File: src/rtl/mmio_bridge_pkg.sv
// mmio_bridge_pkg: register map offsets, window geometry and the STATUS word layout.
// Latency: n/a (constants and types only).
// Backpressure: n/a.
package mmio_bridge_pkg;

  localparam int MAX_CH       = 16;
  localparam int WIN_WORDS    = 64;

  localparam int OFF_OUT      = 0;
  localparam int OFF_IN       = 16;
  localparam int OFF_STATUS   = 32;
  localparam int OFF_CLEAR    = 33;
  localparam int OFF_IRQ_MASK = 34;

  typedef struct packed {
    logic [MAX_CH-1:0] ovf;
    logic [MAX_CH-1:0] nw;
  } status_t;

endpackage

File: src/rtl/mmio_bridge_if.sv
// mmio_bridge_if: processor dmem port plus the RAM-side write enable / read data.
// Latency: n/a (wiring only).
// Backpressure: none; the dmem port has no stall.
interface mmio_bridge_if #(
  parameter int DATA_W = 32
);

  logic              cpu_wren;
  logic [31:0]       cpu_addr;
  logic [DATA_W-1:0] cpu_wdata;
  logic [DATA_W-1:0] cpu_rdata;
  logic              ram_wren;
  logic [DATA_W-1:0] ram_rdata;

  // master is the processor + RAM side, slave is the bridge
  modport master (
    output cpu_wren, cpu_addr, cpu_wdata, ram_rdata,
    input  cpu_rdata, ram_wren
  );

  modport slave (
    input  cpu_wren, cpu_addr, cpu_wdata, ram_rdata,
    output cpu_rdata, ram_wren
  );

endinterface

File: src/rtl/mmio_in_channel.sv
// mmio_in_channel: one peripheral-written register with sticky NEW/OVF flags.
// Latency: capture and flag updates land on the next clock edge.
// Backpressure: none; a capture strobe always overwrites the held value.
module mmio_in_channel
  import mmio_bridge_pkg::*;
#(
  parameter int DATA_W = 32
) (
  input  logic              clock,
  input  logic              reset,
  input  logic              cap_vld,
  input  logic [DATA_W-1:0] cap_dat,
  input  logic              rd_clr,
  input  logic              w1c_new,
  input  logic              w1c_ovf,
  output logic [DATA_W-1:0] val_q,
  output logic              new_q,
  output logic              ovf_q
);

  logic clr_new;

  assign clr_new = rd_clr | w1c_new;

  // A capture always wins over a clear of NEW; OVF only sets when unread data is lost.
  always_ff @(posedge clock or negedge reset) begin
    if (!reset) begin
      val_q <= '0;
      new_q <= 1'b0;
      ovf_q <= 1'b0;
    end else begin
      if (cap_vld) begin
        val_q <= cap_dat;
      end

      if (cap_vld) begin
        new_q <= 1'b1;
      end else if (clr_new) begin
        new_q <= 1'b0;
      end

      if (cap_vld && new_q && !clr_new) begin
        ovf_q <= 1'b1;
      end else if (w1c_ovf) begin
        ovf_q <= 1'b0;
      end
    end
  end

endmodule

File: src/rtl/mmio_bridge.sv
// mmio_bridge: register window on the dmem port (OUT/IN/STATUS/CLEAR), irq via MMIO_BRIDGE_IRQ_EN.
// Latency: writes visible next cycle; reads return 1 cycle later, aligned with RAM.
// Backpressure: none; every access completes in a single cycle.
module mmio_bridge
  import mmio_bridge_pkg::*;
#(
  parameter int          DATA_W    = 32,
  parameter int          NUM_OUT   = 4,
  parameter int          NUM_IN    = 4,
  parameter logic [31:0] BASE_ADDR = 32'h0000_0F00
) (
  input  logic                      clock,
  input  logic                      reset,
  mmio_bridge_if.slave              bus,
  output logic [NUM_OUT*DATA_W-1:0] out_regs,
  input  logic [NUM_IN*DATA_W-1:0]  in_data,
  input  logic [NUM_IN-1:0]         in_valid,
  output logic                      irq
);

  if (NUM_OUT < 1 || NUM_OUT > MAX_CH) begin : g_bad_num_out
    $error("mmio_bridge: NUM_OUT must be 1..16");
  end
  if (NUM_IN < 1 || NUM_IN > MAX_CH) begin : g_bad_num_in
    $error("mmio_bridge: NUM_IN must be 1..16");
  end
  if (BASE_ADDR % 32'(WIN_WORDS) != 32'd0) begin : g_bad_base
    $error("mmio_bridge: BASE_ADDR must be a multiple of 64");
  end
  if (DATA_W < 32) begin : g_bad_width
    $error("mmio_bridge: DATA_W must hold the 32-bit STATUS word");
  end

  logic                           hit;
  logic                           wr;
  logic                           rd;
  logic                           clr_wr;
  logic [5:0]                     off;
  logic [NUM_OUT-1:0][DATA_W-1:0] out_q;
  logic [NUM_IN-1:0][DATA_W-1:0]  ch_val;
  logic [NUM_IN-1:0]              ch_new;
  logic [NUM_IN-1:0]              ch_ovf;
  logic [NUM_IN-1:0]              rd_clr;
  status_t                        status;
  logic [DATA_W-1:0]              rd_mux;
  logic [DATA_W-1:0]              mmio_q;
  logic                           rd_hit_q;

  assign hit          = (bus.cpu_addr[31:6] == BASE_ADDR[31:6]);
  assign off          = bus.cpu_addr[5:0];
  assign wr           = bus.cpu_wren & hit;
  // The port has no read strobe: any non-write access inside the window is a read.
  assign rd           = ~bus.cpu_wren & hit;
  assign clr_wr       = wr && (off == 6'(OFF_CLEAR));
  assign bus.ram_wren = bus.cpu_wren & ~hit;
  assign out_regs     = out_q;

  always_ff @(posedge clock or negedge reset) begin
    if (!reset) begin
      out_q <= '0;
    end else if (wr) begin
      for (int i = 0; i < NUM_OUT; i++) begin
        if (off == 6'(OFF_OUT + i)) begin
          out_q[i] <= bus.cpu_wdata;
        end
      end
    end
  end

  for (genvar g = 0; g < NUM_IN; g++) begin : g_in
    assign rd_clr[g] = rd && (off == 6'(OFF_IN + g));

    mmio_in_channel #(
      .DATA_W (DATA_W)
    ) u_ch (
      .clock   (clock),
      .reset   (reset),
      .cap_vld (in_valid[g]),
      .cap_dat (in_data[g*DATA_W +: DATA_W]),
      .rd_clr  (rd_clr[g]),
      .w1c_new (clr_wr & bus.cpu_wdata[g]),
      .w1c_ovf (clr_wr & bus.cpu_wdata[MAX_CH + g]),
      .val_q   (ch_val[g]),
      .new_q   (ch_new[g]),
      .ovf_q   (ch_ovf[g])
    );
  end

  always_comb begin
    status                = '0;
    status.nw[NUM_IN-1:0]  = ch_new;
    status.ovf[NUM_IN-1:0] = ch_ovf;
  end

`ifdef MMIO_BRIDGE_IRQ_EN
  logic [MAX_CH-1:0] irq_mask_q;
  logic              irq_q;

  always_ff @(posedge clock or negedge reset) begin
    if (!reset) begin
      irq_mask_q <= '0;
      irq_q      <= 1'b0;
    end else begin
      if (wr && (off == 6'(OFF_IRQ_MASK))) begin
        irq_mask_q <= bus.cpu_wdata[MAX_CH-1:0];
      end
      irq_q <= |(ch_new & irq_mask_q[NUM_IN-1:0]);
    end
  end

  assign irq = irq_q;
`else
  assign irq = 1'b0;
`endif

  always_comb begin
    rd_mux = '0;
    for (int i = 0; i < NUM_OUT; i++) begin
      if (off == 6'(OFF_OUT + i)) rd_mux = out_q[i];
    end
    for (int i = 0; i < NUM_IN; i++) begin
      if (off == 6'(OFF_IN + i)) rd_mux = ch_val[i];
    end
    if (off == 6'(OFF_STATUS)) rd_mux = DATA_W'(status);
`ifdef MMIO_BRIDGE_IRQ_EN
    if (off == 6'(OFF_IRQ_MASK)) rd_mux = DATA_W'(irq_mask_q);
`endif
  end

  always_ff @(posedge clock or negedge reset) begin
    if (!reset) begin
      rd_hit_q <= 1'b0;
      mmio_q   <= '0;
    end else begin
      rd_hit_q <= hit;
      mmio_q   <= rd_mux;
    end
  end

  assign bus.cpu_rdata = rd_hit_q ? mmio_q : bus.ram_rdata;

endmodule

File: src/flat_wrapper.sv
// flat-port wrapper written by rule: the top's interface ports become plain ports
module mmio_bridge_flat import mmio_bridge_pkg::*;
#(
  parameter int          DATA_W    = 32,
  parameter int          NUM_OUT   = 4,
  parameter int          NUM_IN    = 4,
  parameter logic [31:0] BASE_ADDR = 32'h0000_0F00
)
  (clock, reset, out_regs, in_data, in_valid, irq, bus_cpu_wren, bus_cpu_addr, bus_cpu_wdata, bus_ram_rdata, bus_cpu_rdata, bus_ram_wren);
  mmio_bridge_if #(.DATA_W(DATA_W)) bus_i ();
  input  logic clock;
  input  logic reset;
  output logic [NUM_OUT*DATA_W-1:0] out_regs;
  input  logic [NUM_IN*DATA_W-1:0] in_data;
  input  logic [NUM_IN-1:0] in_valid;
  output logic irq;
  input wire logic [$bits(bus_i.cpu_wren)-1:0] bus_cpu_wren;
  input wire logic [$bits(bus_i.cpu_addr)-1:0] bus_cpu_addr;
  input wire logic [$bits(bus_i.cpu_wdata)-1:0] bus_cpu_wdata;
  input wire logic [$bits(bus_i.ram_rdata)-1:0] bus_ram_rdata;
  output wire logic [$bits(bus_i.cpu_rdata)-1:0] bus_cpu_rdata;
  output wire logic [$bits(bus_i.ram_wren)-1:0] bus_ram_wren;
  assign bus_i.cpu_wren = bus_cpu_wren;
  assign bus_i.cpu_addr = bus_cpu_addr;
  assign bus_i.cpu_wdata = bus_cpu_wdata;
  assign bus_i.ram_rdata = bus_ram_rdata;
  assign bus_cpu_rdata = bus_i.cpu_rdata;
  assign bus_ram_wren = bus_i.ram_wren;
  mmio_bridge #(.DATA_W(DATA_W), .NUM_OUT(NUM_OUT), .NUM_IN(NUM_IN), .BASE_ADDR(BASE_ADDR)) u_core (.clock(clock), .reset(reset), .bus(bus_i), .out_regs(out_regs), .in_data(in_data), .in_valid(in_valid), .irq(irq));
endmodule
File: config.mk
export PLATFORM = sky130hd
export DESIGN_NAME = mmio_bridge_flat
export DESIGN_NICKNAME = d
export VERILOG_FILES = /design/src/rtl/mmio_bridge_pkg.sv /design/src/rtl/mmio_bridge_if.sv /design/src/rtl/mmio_in_channel.sv /design/src/rtl/mmio_bridge.sv /design/src/flat_wrapper.sv
export SDC_FILE = /design/constraint.sdc
export NUM_CORES = 1
export LEC_CHECK = 0
export ABC_CLOCK_PERIOD_IN_PS = 2100
export CAP_MARGIN = 40
export CORE_ASPECT_RATIO = 0.9
export CORE_MARGIN = 4
export CORE_UTILIZATION = 44
export DETAILED_ROUTE_END_ITERATION = 10
export PLACE_DENSITY_LB_ADDON = 0.2
export SYNTH_ARGS = -nofsm -noshare
export SYNTH_HDL_FRONTEND = slang
export SYNTH_HIERARCHICAL = 1
export SYNTH_SLANG_ARGS = --single-unit
File: constraint.sdc
create_clock -name clock -period 2.1 [get_ports clock]
set_input_delay 0.42 -clock clock [delete_from_list [all_inputs] [get_ports clock]]
set_output_delay 0.42 -clock clock [all_outputs]
set_load 0.1 [all_outputs]
==> impl_metrics.tcl <==
set metrics [dict create \
    peakVddDrop_mv 0.443 \
    cts_sinks 297 \
    post-place-ws_ps -564 \
    pin_count 393 \
    finalCriticalPeriod_ps 2130 \
    synth_async_sr_flop_share_pct 100 \
    hold_viol 0 \
    die_area_um2 35400 \
    met1_length_um 20200 \
    cp-end-kind "output port" \
    cts_tree "yes" \
    numCtsBuffers 34 \
    ctsRootBufferMaster "clkbuf_16" \
    setup_tns_ps -415 \
    ys_types 52 \
    synth-main-ff-cell "dfrtp_1" \
    vias 10163 \
    tightest_slew_ps 552 \
    drv_cap 0 \
    path_clk_slew_ps 60 \
    r2r_cells 3 \
    fmax_mhz 470 \
    gp_congestion 0.850 \
    die_y_um 179 \
    crit_type "flip-flop to output port" \
    synth_area_um2 14300 \
    synth_mux_area_share_pct 31.9 \
    grt_usage_pct 25.1 \
    cp_slowest_cell "dfrtp_2" \
    vias_per_cell 5.50 \
    synthXorXnorAreaFrac_pct 0 \
    synth-compound-area-share_pct 6.45 \
    ant_nets 0 \
    slowest_delay_ps 430 \
    crit_cells 3 \
    grt_pass1_vias 10789 \
    grt_start_max_net_pins 61 \
    crit_top_cell "buf_12" \
    finalPower_mw 14.0 \
    path_max_fanout 16 \
    synth_fa_ha_area_share_pct 0 \
    ys_seq_area_share_pct 52.0 \
    critPathTopFamily "flip-flops" \
    final_cell_mix "dfrtp_1 (296), clkdlybuf4s50_1 (195), buf_4 (188), mux2_2 (153), mux2_4 (120)" \
    post-route-period-util_pct 101 \
    status "complete, but fails checks" \
    synth_warnings 6 \
    syn-instance-count 965 \
    io_buffers 391 \
    path_cells "buf_12, mux2_2, buf_12" \
    wl_met2_um 21600 \
    cp-start-kind "flip-flop" \
    antenna_found_initial 5 \
    area_growth_pct 41.8 \
    clock_latency_ps 510 \
    cp.required_ps 1680 \
    wl_met3_um 3660 \
    crit_buf_inv 2 \
    report.final.slew_viol_count 0 \
    core_um2 32000 \
    drtPass1Iterations 5 \
    rsz0062_at_grt "yes" \
    synthSimpleGateAreaFrac_pct 5.10 \
    nets 1636 \
    synth-seq-cells 297 \
    rows 62 \
    htree_levels 2 \
    synth_nets 1196 \
    power_density_nw_per_um2 693 \
    worstHoldPathCells 2 \
    initial_core_util_pct 44.7 \
    setup_viol 25 \
    top_layer "met5" \
    max_slew_margin_pct 62.9 \
    violations "negative setup slack" \
    avgSynthCellArea_um2 14.8 \
    wl_per_cell_um 25.0 \
    total_leakage_power_nw 9.50 \
    layout_commonest_cell "dfrtp_1" \
    synth_top_family_by_area "multiplexers" \
    drive_gt1_share_pct 44.7 \
    worst_ep_arrival_time_ps 1710 \
    drtIter0Drc 532 \
    die_w_um 198 \
    dp_hpwl_um 33700 \
    synth-edff-count 0 \
    postLayoutSetupSlackWorst_ps -28.4 \
    overflow 0 \
    drc 0 \
    wl_um 46200 \
    hp-class "primary input to flip-flop" \
    cts_max_path_buffers 3 \
    skew_ps 20.2 \
    grt_pass1_wl_um 67100 \
]
[Yosys cell counts, types with 2 or more instances]
cell type | number | area, um^2
a222oi_1 | 7 | 70.1
mux2_2 | 161 | 1810
nand2_1 | 35 | 131
buf_2 | 13 | 65.1
o221ai_1 | 7 | 61.3
and4b_1 | 2 | 20.0
a211oi_1 | 20 | 150
nand4_1 | 2 | 12.5
a221oi_1 | 2 | 17.5
nor3_1 | 14 | 70.1
mux2_1 | 33 | 372
o22ai_1 | 17 | 106
buf_6 | 16 | 180
nor2_1 | 16 | 60.1
a21o_1 | 4 | 30.0
nor2b_1 | 10 | 62.6
o22a_1 | 14 | 123
clkbuf_1 | 20 | 75.1
inv_1 | 8 | 30.0
and2_1 | 17 | 106
buf_1 | 6 | 22.5
buf_4 | 3 | 22.5
nand3_1 | 6 | 30.0
nor4_1 | 4 | 25.0
nor3_4 | 4 | 65.1
nand2b_1 | 3 | 18.8
a2bb2oi_1 | 6 | 52.6
dfrtp_1 | 297 | 7430
buf_12 | 12 | 240
mux2_4 | 112 | 1680
a22o_1 | 3 | 26.3
o21ai_0 | 35 | 175
a32o_1 | 7 | 70.1
mux4_2 | 31 | 698
[area by class of cell]
class / count / area, um^2
fillers: 2491 / 11700
multi-input cells: 590 / 6350
diodes: 2 / 5.00
flip-flops and latches: 297 / 7430
clock buffers: 50 / 1010
repair buffers: 474 / 4800
clock inverters: 11 / 114
well taps: 416 / 520
inverters: 8 / 30.0
[report_power, final]
part	leakage, nW	internal, mW	switching (mW)
sequential	3.81	5.99	0.162
clock	0.554	3.59	2.33
combinational	5.14	1.08	0.882
total	9.50	10.7	3.37
[repair_timing]
item	4_1_cts	5_1_grt
hold buffers	1	0
gates cloned	0	2
resized for setup	72	16
endpoints found under the setup margin	19	82
pin swaps	10	8
buffers inserted	3	3
endpoints found under the hold margin	51	0
[cells by family (layout without fill, tap and decap cells)]
group                  count (synthesis)  in the layout
AO/OA/AOI/OAI                        128            128
multiplexers                         337            337
AND/OR/NAND/NOR                      124            124
other                                  1              3
buffers and inverters                 78            543
flip-flops                           297            297
[per-stage QoR]
stage | utilization (%) | hold WS, ps | std cells | area [um^2]
finish | 63.4 | 406 | 1848 | 20300
global route | 63.4 | 397 | 1848 | 20300
CTS | 63.1 | 386 | 1842 | 20200
detailed placement | 59.4 | 409 | 1777 | 19000
global placement | 59.4 | 406 | 1777 | 19000
floorplan | - | 124 | 965 | 14300
[routing by layer]
layer	global-route usage, %	up-vias
li1	-	4473
met1	35.9	5236
met2	38.8	390
met3	6.61	58
met4	5.42	6
met5	0	-
[registers in the layout (all words and copies together) (netlist names)]
register and cells:
u_core/out_regs 128, u_core/rd_hit_q 1, u_core/g_in.u_ch/val_q 128, u_core/g_in.u_ch/new_q 4, u_core/g_in.u_ch/ovf_q 4, u_core/mmio_q 32
[path summary, 6_finish.rpt]
| path | startpoint | end | slack (ps) |
|---|---|---|---|
| setup reg to reg | u_core/out_regs[23]$_DFFE_PN0P_ | u_core/mmio_q[23]$_DFF_PN0_ | 510 |
| hold reg to reg | u_core/g_in[3].u_ch/val_q[12]$_DFFE_PN0P_ | u_core/mmio_q[12]$_DFF_PN0_ | 490 |
| max in group asynchronous | reset | u_core/out_regs[21]$_DFFE_PN0P_ | 920 |
| min in group asynchronous | reset | u_core/g_in[1].u_ch/val_q[4]$_DFFE_PN0P_ | 470 |
| hold / removal | in_valid[3] | u_core/g_in[3].u_ch/val_q[22]$_DFFE_PN0P_ | 410 |
| setup / recovery | u_core/rd_hit_q$_DFF_PN0_ | bus_cpu_rdata[25] | -30 |
[worst register-to-register path, cell delays in order (launching register included)]
cell and delay [ps]:
dfrtp_1 410, mux4_2 530, a2bb2oi_1 310, o21ai_0 190
(Power assumes the default switching activity.)
